--- src/rtl/dispatch_sched_pkg.sv ---
// Shared types and the round-robin pick helper for dispatch_scheduler.
package dispatch_sched_pkg;

   localparam int DEST_W = 6;
   localparam int NT_MAX = 8;

   typedef enum logic [1:0] {
      S_IDLE = 2'd0,
      S_ARB  = 2'd1,
      S_SEND = 2'd2
   } state_t;

   typedef struct packed {
      logic       found;
      logic [2:0] idx;
   } pick_t;

   // First set bit of elig scanning ptr, ptr+1, ... modulo nt.
   function automatic pick_t rr_pick(
      input logic [NT_MAX-1:0] elig,
      input logic [2:0]        ptr,
      input int                nt
   );
      pick_t r;
      int    j;
      r = '0;
      for (int k = 0; k < NT_MAX; k++) begin
         j = (int'(ptr) + k) % nt;
         if (k < nt && !r.found && elig[j[2:0]]) begin
            r.found = 1'b1;
            r.idx   = j[2:0];
         end
      end
      return r;
   endfunction

endpackage

--- src/rtl/tile_credit_ctr.sv ---
// Outstanding-packet counter for one destination tile.
module tile_credit_ctr #(
   parameter int MAX_OUT = 2
) (
   input  logic clk,
   input  logic rst,
   input  logic inc,
   input  logic dec,
   output logic avail,
   output logic underflow
);

   logic [3:0] cnt;

   // A grant and a done on the same cycle cancel out.
   always_ff @(posedge clk) begin
      if (rst) begin
         cnt <= '0;
      end else if (inc && !dec) begin
         cnt <= cnt + 4'd1;
      end else if (dec && !inc && cnt != 4'd0) begin
         cnt <= cnt - 4'd1;
      end
   end

   assign avail     = cnt < 4'(MAX_OUT);
   assign underflow = dec && (cnt == 4'd0);

endmodule

--- src/rtl/dispatch_scheduler.sv ---
// Credit-gated round-robin packet dispatcher with header dest rewrite.
// DISPATCH_SCHED_STATS_EN adds per-tile completed-packet counters.
module dispatch_scheduler
   import dispatch_sched_pkg::*;
#(
   parameter int NT        = 4,
   parameter int BW        = 32,
   parameter int BWB       = 4,
   parameter int MAX_OUT   = 2,
   parameter int DEST_LSB  = 0,
   parameter int TILE_BASE = 1
) (
   input  logic             clk_line,
   input  logic             clk_line_rst_high,
   input  logic             s_TVALID,
   input  logic [BW-1:0]    s_TDATA,
   input  logic [BWB-1:0]   s_TKEEP,
   input  logic             s_TLAST,
   output logic             s_TREADY,
   output logic             m_TVALID,
   output logic [BW-1:0]    m_TDATA,
   output logic [BWB-1:0]   m_TKEEP,
   output logic             m_TLAST,
   input  logic             m_TREADY,
   input  logic [NT-1:0]    tile_done,
   input  logic [NT-1:0]    cfg_tile_mask,
   output logic [NT-1:0]    grant_sel,
   output logic             busy,
   output logic             err_underflow
`ifdef DISPATCH_SCHED_STATS_EN
   ,
   input  logic             stats_clr,
   output logic [NT*16-1:0] pkt_count
`endif
);

   localparam int SW = $clog2(NT);

   state_t              state;
   logic [SW-1:0]       sel;
   logic [SW-1:0]       rr_ptr;
   logic                first;
   logic [NT-1:0]       avail;
   logic [NT-1:0]       elig;
   logic [NT-1:0]       inc;
   logic [NT-1:0]       udf;
   logic                in_send;
   logic                hs;
   logic                done_pkt;
   pick_t               pick;
   logic [DEST_W-1:0]   tile_id;

   assign elig     = cfg_tile_mask & avail;
   assign pick     = rr_pick(NT_MAX'(elig), 3'(rr_ptr), NT);
   assign in_send  = (state == S_SEND);
   assign hs       = in_send && s_TVALID && m_TREADY;
   assign done_pkt = hs && s_TLAST;
   assign inc      = (state == S_ARB && pick.found) ?
                     (NT'(1) << pick.idx) : '0;

   for (genvar i = 0; i < NT; i++) begin : g_tile
      tile_credit_ctr #(
         .MAX_OUT(MAX_OUT)
      ) u_ctr (
         .clk      (clk_line),
         .rst      (clk_line_rst_high),
         .inc      (inc[i]),
         .dec      (tile_done[i]),
         .avail    (avail[i]),
         .underflow(udf[i])
      );
   end

   always_ff @(posedge clk_line) begin
      if (clk_line_rst_high) begin
         state         <= S_IDLE;
         sel           <= '0;
         rr_ptr        <= '0;
         first         <= 1'b0;
         err_underflow <= 1'b0;
      end else begin
         if (|udf) err_underflow <= 1'b1;
         unique case (state)
            S_IDLE: begin
               if (s_TVALID && |elig) state <= S_ARB;
            end
            S_ARB: begin
               if (pick.found) begin
                  sel   <= SW'(pick.idx);
                  first <= 1'b1;
                  state <= S_SEND;
               end else begin
                  state <= S_IDLE;
               end
            end
            S_SEND: begin
               if (hs) first <= 1'b0;
               if (done_pkt) begin
                  state  <= S_IDLE;
                  rr_ptr <= (sel == SW'(NT - 1)) ? '0 : sel + SW'(1);
               end
            end
            default: state <= S_IDLE;
         endcase
      end
   end

   assign tile_id = DEST_W'(TILE_BASE) + DEST_W'(sel);

   always_comb begin
      m_TDATA = s_TDATA;
      if (first) m_TDATA[DEST_LSB +: DEST_W] = tile_id;
   end

   assign s_TREADY  = in_send && m_TREADY;
   assign m_TVALID  = in_send && s_TVALID;
   assign m_TKEEP   = s_TKEEP;
   assign m_TLAST   = s_TLAST;
   assign grant_sel = in_send ? (NT'(1) << sel) : '0;
   assign busy      = (state != S_IDLE);

`ifdef DISPATCH_SCHED_STATS_EN
   logic [15:0] pc [NT];

   for (genvar i = 0; i < NT; i++) begin : g_stat
      always_ff @(posedge clk_line) begin
         if (clk_line_rst_high || stats_clr) begin
            pc[i] <= '0;
         end else if (done_pkt && sel == SW'(i)) begin
            pc[i] <= pc[i] + 16'd1;
         end
      end
      assign pkt_count[i*16 +: 16] = pc[i];
   end
`endif

endmodule

--- config.mk ---
export PLATFORM = sky130hd
export DESIGN_NAME = dispatch_scheduler
export DESIGN_NICKNAME = d
export VERILOG_FILES = /design/src/rtl/dispatch_sched_pkg.sv /design/src/rtl/tile_credit_ctr.sv /design/src/rtl/dispatch_scheduler.sv
export SDC_FILE = /design/constraint.sdc
export NUM_CORES = 1
export LEC_CHECK = 0
export ABC_AREA = 0
export BUFFER_PORTS_ARGS = -buffer_cell sky130_fd_sc_hd__buf_4
export CAP_MARGIN = 20
export CORE_MARGIN = 2
export CORE_UTILIZATION = 40
export CTS_CLUSTER_DIAMETER = 40
export DETAILED_ROUTE_END_ITERATION = 10
export GPL_TIMING_DRIVEN = 0
export PLACE_DENSITY = 0.74
export REMOVE_ABC_BUFFERS = 1
export SYNTH_ARGS = -nofsm -noshare
export SYNTH_HDL_FRONTEND = slang
export SYNTH_SLANG_ARGS = --single-unit
--- constraint.sdc ---
create_clock -name clk_line -period 3.71 [get_ports clk_line]
set_input_delay 0.1855 -clock clk_line [delete_from_list [all_inputs] [get_ports clk_line]]
set_output_delay 0.1855 -clock clk_line [all_outputs]
set_load 0.01 [all_outputs]
Word-level counts from Yosys, hierarchy flattened
Cells that the tools add are included.
{"block": "classes", "mul": 0, "div_mod_pow": 0, "bitwise": 4, "n_shift": 2, "n_eq_ne": 7, "n_reduce_logical": 60, "muxes": 31, "addsub": 13, "magnitude_cmp": 8}
{"op": "$mux 4", "count": 14}
{"op": "$logic_and 1x1->1", "count": 25}
{"op": "$add 4x1->4 const B", "count": 4}
{"op": "$logic_not 4->1", "count": 4}
{"op": "$lt 4x2->1 const B", "count": 4}
{"op": "$reduce_bool 4->1", "count": 4}
{"op": "$sub 4x1->4 const B", "count": 4}
{"op": "$lt 3x4->1 const B", "count": 3}
{"op": "$reduce_bool 2->1", "count": 6}
{"op": "$logic_not 1->1", "count": 11}
{"op": "$bmux 1 s3", "count": 3}
{"op": "$mux 2", "count": 4}
{"op": "$reduce_or 4->1", "count": 2}
{"op": "$mux 1", "count": 6}
{"op": "$mux 6", "count": 1}
{"op": "$pmux 2 s3", "count": 1}
{"op": "$reduce_and 2->1", "count": 3}
{"op": "$reduce_or 2->1", "count": 3}
{"op": "$add 2x1->2 const B", "count": 2}
{"op": "$add 2x2->2 const B", "count": 2}
{"op": "$and 4x4->4", "count": 1}
{"op": "$eq 2x2->1 const B", "count": 2}
{"op": "$lt 2x4->1 const B", "count": 1}
{"op": "$ne 2x1->1 const B", "count": 2}
{"op": "other kinds (10)", "count": 13}
{"block": "totals", "output_inout_bits": 45, "mem_count": 0, "elab_cells": 134, "regBits": 24, "mem_bits_rw": 0, "mem_bits_ro": 0, "latchBits": 0, "in_bits": 49}

Logic depth before layout (Yosys ltp)
{"block": "depth", "word_depth": 21, "ltp_mapped": 13, "mapped_depth_nobuf": 13}

By module
From an unflattened synthesis, not the netlist that was laid out.
{"block": "hier_totals", "hier_cells": 246, "area_unflattened_um2": 2139.6}
{"mod": "dispatch_scheduler", "seq_area_each_um2": 160.2, "area_per_inst_um2": 991.0, "cells_per_inst": 130, "instances": 1}
{"mod": "tile_credit_ctr at g_tile[2].u_ctr ...", "seq_area_each_um2": 80.1, "area_per_inst_um2": 297.8, "cells_per_inst": 29, "instances": 2}
{"mod": "tile_credit_ctr at g_tile[0].u_ctr ...", "seq_area_each_um2": 80.1, "area_per_inst_um2": 276.5, "cells_per_inst": 29, "instances": 2}

Worst setup path before layout
OpenSTA, ideal clock, no wires.
{"block": "synth_path", "path_type": "flip-flop to flip-flop", "startpoint": "register g_tile[2].u_ctr.cnt[1]", "endpoint": "register g_tile[2].u_ctr.cnt[3]", "path_slack_ns": 0.580, "setup_time_ns": 0.123, "period_less_slack_ns": 3.130, "arrival_time_ns": 3.007, "path_buffers": 1, "stages_incl_launch_ff": 13, "required_time_ns": 3.587, "cell_sequence": "dfxtp_1 -> or4b_4 -> buf_6 -> o211a_1 -> o21a_4 -> nor3_4 -> or2b_1 -> ha_1 -> a21o_1 -> a21oi_1 -> nor2_1 -> mux2i_1 -> mux2_1"}
{"block": "synth_between", "elab_chain_cells": 20, "word_cells_on_any_way": 33, "classes_between": "add/sub: 2; order compare: 1; shift: 1; mux: 15; bitwise: 1; reduce/logical: 13"}
{"element": "from (decl)", "line": "tile_credit_ctr.sv:13", "rtl": "logic [3:0] cnt;"}
{"element": "from (signal assigned)", "line": "tile_credit_ctr.sv:20", "rtl": "cnt <= cnt + 4'd1;"}
{"element": "from (signal assigned)", "line": "tile_credit_ctr.sv:22", "rtl": "cnt <= cnt - 4'd1;"}
{"element": "$lt 4x2->1", "line": "tile_credit_ctr.sv:26", "rtl": "assign avail = cnt < 4'(MAX_OUT);"}
{"element": "$and 4x4->4", "line": "dispatch_scheduler.sv:53", "rtl": "assign elig = cfg_tile_mask & avail;"}
{"element": "$bmux 1 s2", "line": "dispatch_sched_pkg.sv:29", "rtl": "if (k < nt && !r.found && elig[j[2:0]]) begin"}
{"element": "$mux 1 (implied by the code)", "line": "dispatch_sched_pkg.sv:29"}
{"element": "$mux 4", "line": "dispatch_sched_pkg.sv:29"}
{"element": "$logic_not 1->1", "line": "dispatch_sched_pkg.sv:29"}
{"element": "$logic_and 1x1->1", "line": "dispatch_sched_pkg.sv:29"}
{"element": "$mux 4", "line": "dispatch_sched_pkg.sv:29"}
{"element": "[... 3 more ...]"}
{"element": "$logic_not 1->1", "line": "dispatch_sched_pkg.sv:29"}
{"element": "$logic_and 1x1->1", "line": "dispatch_sched_pkg.sv:29"}
{"element": "$mux 4", "line": "dispatch_sched_pkg.sv:29"}
{"element": "$shl 1x3->4 / $logic_and 1x1->1 (equally long branches)", "line": "dispatch_scheduler.sv:59, dispatch_scheduler.sv:58"}
{"element": "$mux 4", "line": "dispatch_scheduler.sv:58", "rtl": "assign inc = (state == S_ARB && pick.found) ?"}
{"element": "$logic_not 1->1", "line": "tile_credit_ctr.sv:21", "rtl": "end else if (dec && !inc && cnt != 4'd0) begin"}
{"element": "$logic_and 1x1->1 (2 in series)", "line": "tile_credit_ctr.sv:21"}
{"element": "$reduce_bool 2->1 (no line)"}
Several ways; a longest one is shown, not always the timed one. The select of a mux whose other input is x is not followed.
A chain may end at the register's enable or synchronous reset.

Worst setup path after layout
{"block": "layout_path", "startpoint": "register g_tile[1].u_ctr.cnt[1]", "endpoint": "register g_tile[1].u_ctr.cnt[3]"}
{"block": "layout_between", "elab_chain_cells": 20, "word_cells_on_any_way": 33, "classes_between": "add/sub: 2; order compare: 1; shift: 1; mux: 15; bitwise: 1; reduce/logical: 13"}
{"element": "from (decl)", "line": "tile_credit_ctr.sv:13"}
{"element": "from (signal assigned)", "line": "tile_credit_ctr.sv:20"}
{"element": "from (signal assigned)", "line": "tile_credit_ctr.sv:22"}
{"element": "$lt 4x2->1", "line": "tile_credit_ctr.sv:26"}
{"element": "$and 4x4->4", "line": "dispatch_scheduler.sv:53"}
{"element": "$bmux 1 s2", "line": "dispatch_sched_pkg.sv:29"}
{"element": "$mux 1 (implied by the code)", "line": "dispatch_sched_pkg.sv:29"}
{"element": "$mux 4", "line": "dispatch_sched_pkg.sv:29"}
{"element": "$logic_not 1->1", "line": "dispatch_sched_pkg.sv:29"}
{"element": "$logic_and 1x1->1", "line": "dispatch_sched_pkg.sv:29"}
{"element": "$mux 4", "line": "dispatch_sched_pkg.sv:29"}
{"element": "[... 3 more ...]"}
{"element": "$logic_not 1->1", "line": "dispatch_sched_pkg.sv:29"}
{"element": "$logic_and 1x1->1", "line": "dispatch_sched_pkg.sv:29"}
{"element": "$mux 4", "line": "dispatch_sched_pkg.sv:29"}
{"element": "$shl 1x3->4 / $logic_and 1x1->1 (equally long branches)", "line": "dispatch_scheduler.sv:59, dispatch_scheduler.sv:58"}
{"element": "$mux 4", "line": "dispatch_scheduler.sv:58"}
{"element": "$logic_not 1->1", "line": "tile_credit_ctr.sv:21"}
{"element": "$logic_and 1x1->1 (2 in series)", "line": "tile_credit_ctr.sv:21"}
{"element": "$reduce_bool 2->1 (no line)"}
Several ways; a longest one is shown, not always the timed one. The select of a mux whose other input is x is not followed.

==> metrics.txt <==
status finished clean; worst hold stages 2; Rows 27; overall routing resource usage between 15 and 20%; chip width 79.1 um; Comb power frac 64.1%; Most used DFF post-synth dfxtp_1; Sink Count 24; Hold Crit Class input port to flip-flop; Critical R2R Launch g_tile[1].u_ctr.cnt[1]$_SDFFE_PP0P_; DRT Pass-1 Iters 4; mean post-synth cell area 8.67 um2; register area share after synthesis a little over a fifth; Worst Tran Pin Value 0.683 ns; Hold-fix buffers, CTS 0; Fill cells between 500 and 600; net load switching power ~0.00084 W; drt total wl about 5.2 mm; synthesis-to-finish area growth 4.83%; FF+latch area between 400 and 500 um2; post-DP HPWL ~4 mm; Tot Pwr 0.00183 W; nets@finish between 300 and 400; multi-input logic area 0.00145 mm2; pwr/cell area between 700 and 800 mW/mm2; flip-flop and latch count after synthesis 24; R2R setup slack around 0.33 ns; core area between 0.005 and 0.006 mm2; Worst R2R Path Depth 10; synth unique cells between 60 and 70; Die Ht a little under 80 um; count of final hold-check violations 0; Leakage around 1 nW; Max clock buf depth 2; Antenna Nets Post-Route 0; Rel. slew slack between 50% and 60%; switch share a little under half; clock root buffer master clkbuf_8; share of cells above drive strength 1 a little over a fifth; vias in the first global route 1,736; DRC violations left 0; CP startpoint kind flip-flop; clock-pin slew on the worst setup and hold paths approximately 0.08 ns; ys async rst share 0%; CP Data Required Time 3.87 ns; Synth top area share a little over a fifth; mapped cell area between 0.002 and 0.0025 mm2; YS warnings 0; initial DRC count 74; first-pass GRT wire length approximately 8.6 mm; Final setup violation count 0; I/O Buffers 33; crit path DAT around 3.5 ns; I/O pin cnt between 90 and 100; routed vias/inst about 5.6; area leader, netlist dfxtp_1; CP endpoint kind flip-flop; Post-synth EDFFs 0; total congestion overflow 0; Crit Path Max Fanout 10; Setup crit start g_tile[1].u_ctr.cnt[1]$_SDFFE_PP0P_; vias approximately 1,800; maximum vdd drop between 0.0003 and 0.0004 V; fin crit period around 3.4 ns; Clock power frac between 8 and 9%; # resized after CTS 0; Fmax 296 MHz; Num CTS Buffers 3; largest net degree at the start of global routing 30; Inst Count DP roughly 330; die area approximately 0.0063 mm2; Worst-Skew Late Latency around 0.26 ns; synthesized instance count 260; end of the worst register-to-register path g_tile[1].u_ctr.cnt[3]$_SDFFE_PP0P_; CP endpoint g_tile[1].u_ctr.cnt[3]$_SDFFE_PP0P_; Setup CP Type flip-flop to flip-flop; Avg WL per Cell between 15 and 20 um; skew final 0.00563 ns; initial antenna violation count 0; post-route insts no fill about 330; Pins Over Slew Limit 0; final worst path period share between 90% and 100%; H-tree depth 1; sequential share of power between 20% and 30%; diode count 0; max_cap viols 0; total internal power 0.000982 W; TritonCTS clock tree built; Setup TNS 0 ns; RSZ-0062 raised after global routing false; Synth area leaders dfxtp_1 (21%), buf_4 (10%), ha_1 (8.3%), a21oi_1 (4.9%), fa_1 (3.6%); Initial Utilization between 40% and 50%; postcts setup bufs 0; start point of the worst hold path tile_done[2]; global placement routability congestion slightly below 0.8
-- layer usage --
| metal | global-route usage (%) | vias up | share of wire (%) |
|---|---|---|---|
| li1 | - | 900 | - |
| met1 | 22.3 | 847 | 47 |
| met2 | 25.0 | 76 | 41 |
| met3 | 9.09 | 4 | 12 |
| met4 | 2.24 | 0 | 0.52 |
| met5 | 6.36 | - | 0 |
-- cell type report --
cell class	instances	share of cell area, %
Clock buffer	3	1.75
Inverter	15	2.38
Multi-Input combinational cell	182	61.2
Sequential cell	24	20.3
Tap cell	72	3.81
Timing Repair Buffer	33	10.5
-- cells in the mapped netlist, types with 4 or more instances --
library cell,instances
nand3_1,4
fa_1,4
ha_1,15
and2_1,6
nor3_1,12
nor2b_1,7
clkbuf_1,4
o21ai_0,5
a21o_1,6
nor2_1,15
nor4_1,5
nand2_1,8
dfxtp_1,24
buf_4,31
a21oi_1,22
inv_1,15
mux2i_1,4
nor3b_1,5
-- power by group through the flow --
stage	sequential [W]	clock, W	combinational [W]
CTS	0.000505	0.000157	0.00117
global placement	0.000504	0	0.00114
detailed placement	0.000511	0	0.00117
floorplan	0.000480	0	0.000930
finish	0.000502	0.000153	0.00117
global route	0.000525	0.000167	0.00133
-- cell usage in the layout (no fill, tap or decap), drive strengths merged, types with 7 or more instances in the layout --
cell type,Yosys,routed
buf,35,33
dfxtp,24,24
a21oi,22,22
nor2,16,16
inv,15,15
ha,15,15
nor3,14,14
nand2,8,8
nor2b,7,7
o21ai,7,7
mux2,7,7
-- stage by stage --
step | instance area, um2 | hold slack [ns] | setup WS, ns | utilization [%]
2_1_floorplan | 1980 | 0.252 | 0.625 | -
3_3_place_gp | 2320 | 0.371 | 0.339 | 42.4
3_5_place_dp | 2320 | 0.371 | 0.309 | 42.4
4_1_cts | 2360 | 0.164 | 0.322 | 43.2
5_1_grt | 2360 | 0.171 | 0.0696 | 43.2
6_report | 2360 | 0.170 | 0.327 | 43.2
-- flip-flops by register name (all words and copies together) (netlist names) --
signal            flops
g_tile.u_ctr.cnt     16
rr_ptr                2
sel                   2
state                 2
err_underflow         1
first                 1
-- cells by family (layout without fill, tap and decap cells) --
logic type | count (synthesis) | count (layout) | share of synthesized area (%)
compound gates | 64 | 64 | 21.5
fa+ha+maj | 19 | 19 | 11.9
simple gates | 83 | 83 | 23.4
flops | 24 | 24 | 21.3
mux | 11 | 11 | 5.44
buf+inv | 54 | 51 | 14.5
xor+xnor | 5 | 5 | 1.94
-- worst max-delay path, cell delays in order (launching register included) --
cell      delay (ns)
dfxtp_1         0.39
nor4b_4         0.66
a211oi_4        0.11
o32ai_4         0.48
and3_1          0.33
inv_1           0.15
ha_1            0.29
a21o_1          0.17
a21oi_1         0.16
mux2i_1         0.21
mux2_1          0.33
-- worst min path at each step --
stage | endpoint | slack (ns)
after global placement | m_TDATA[10] | 0.37
after CTS | g_tile[2].u_ctr.cnt[1]$_SDFFE_PP0P_ | 0.16
after floorplan | g_tile[0].u_ctr.cnt[0]$_SDFFE_PP0P_ | 0.25
after global routing | g_tile[2].u_ctr.cnt[1]$_SDFFE_PP0P_ | 0.17
after detailed placement | m_TDATA[10] | 0.37
final | g_tile[2].u_ctr.cnt[1]$_SDFFE_PP0P_ | 0.17
Note: power is estimated with default switching activity, not from simulation.
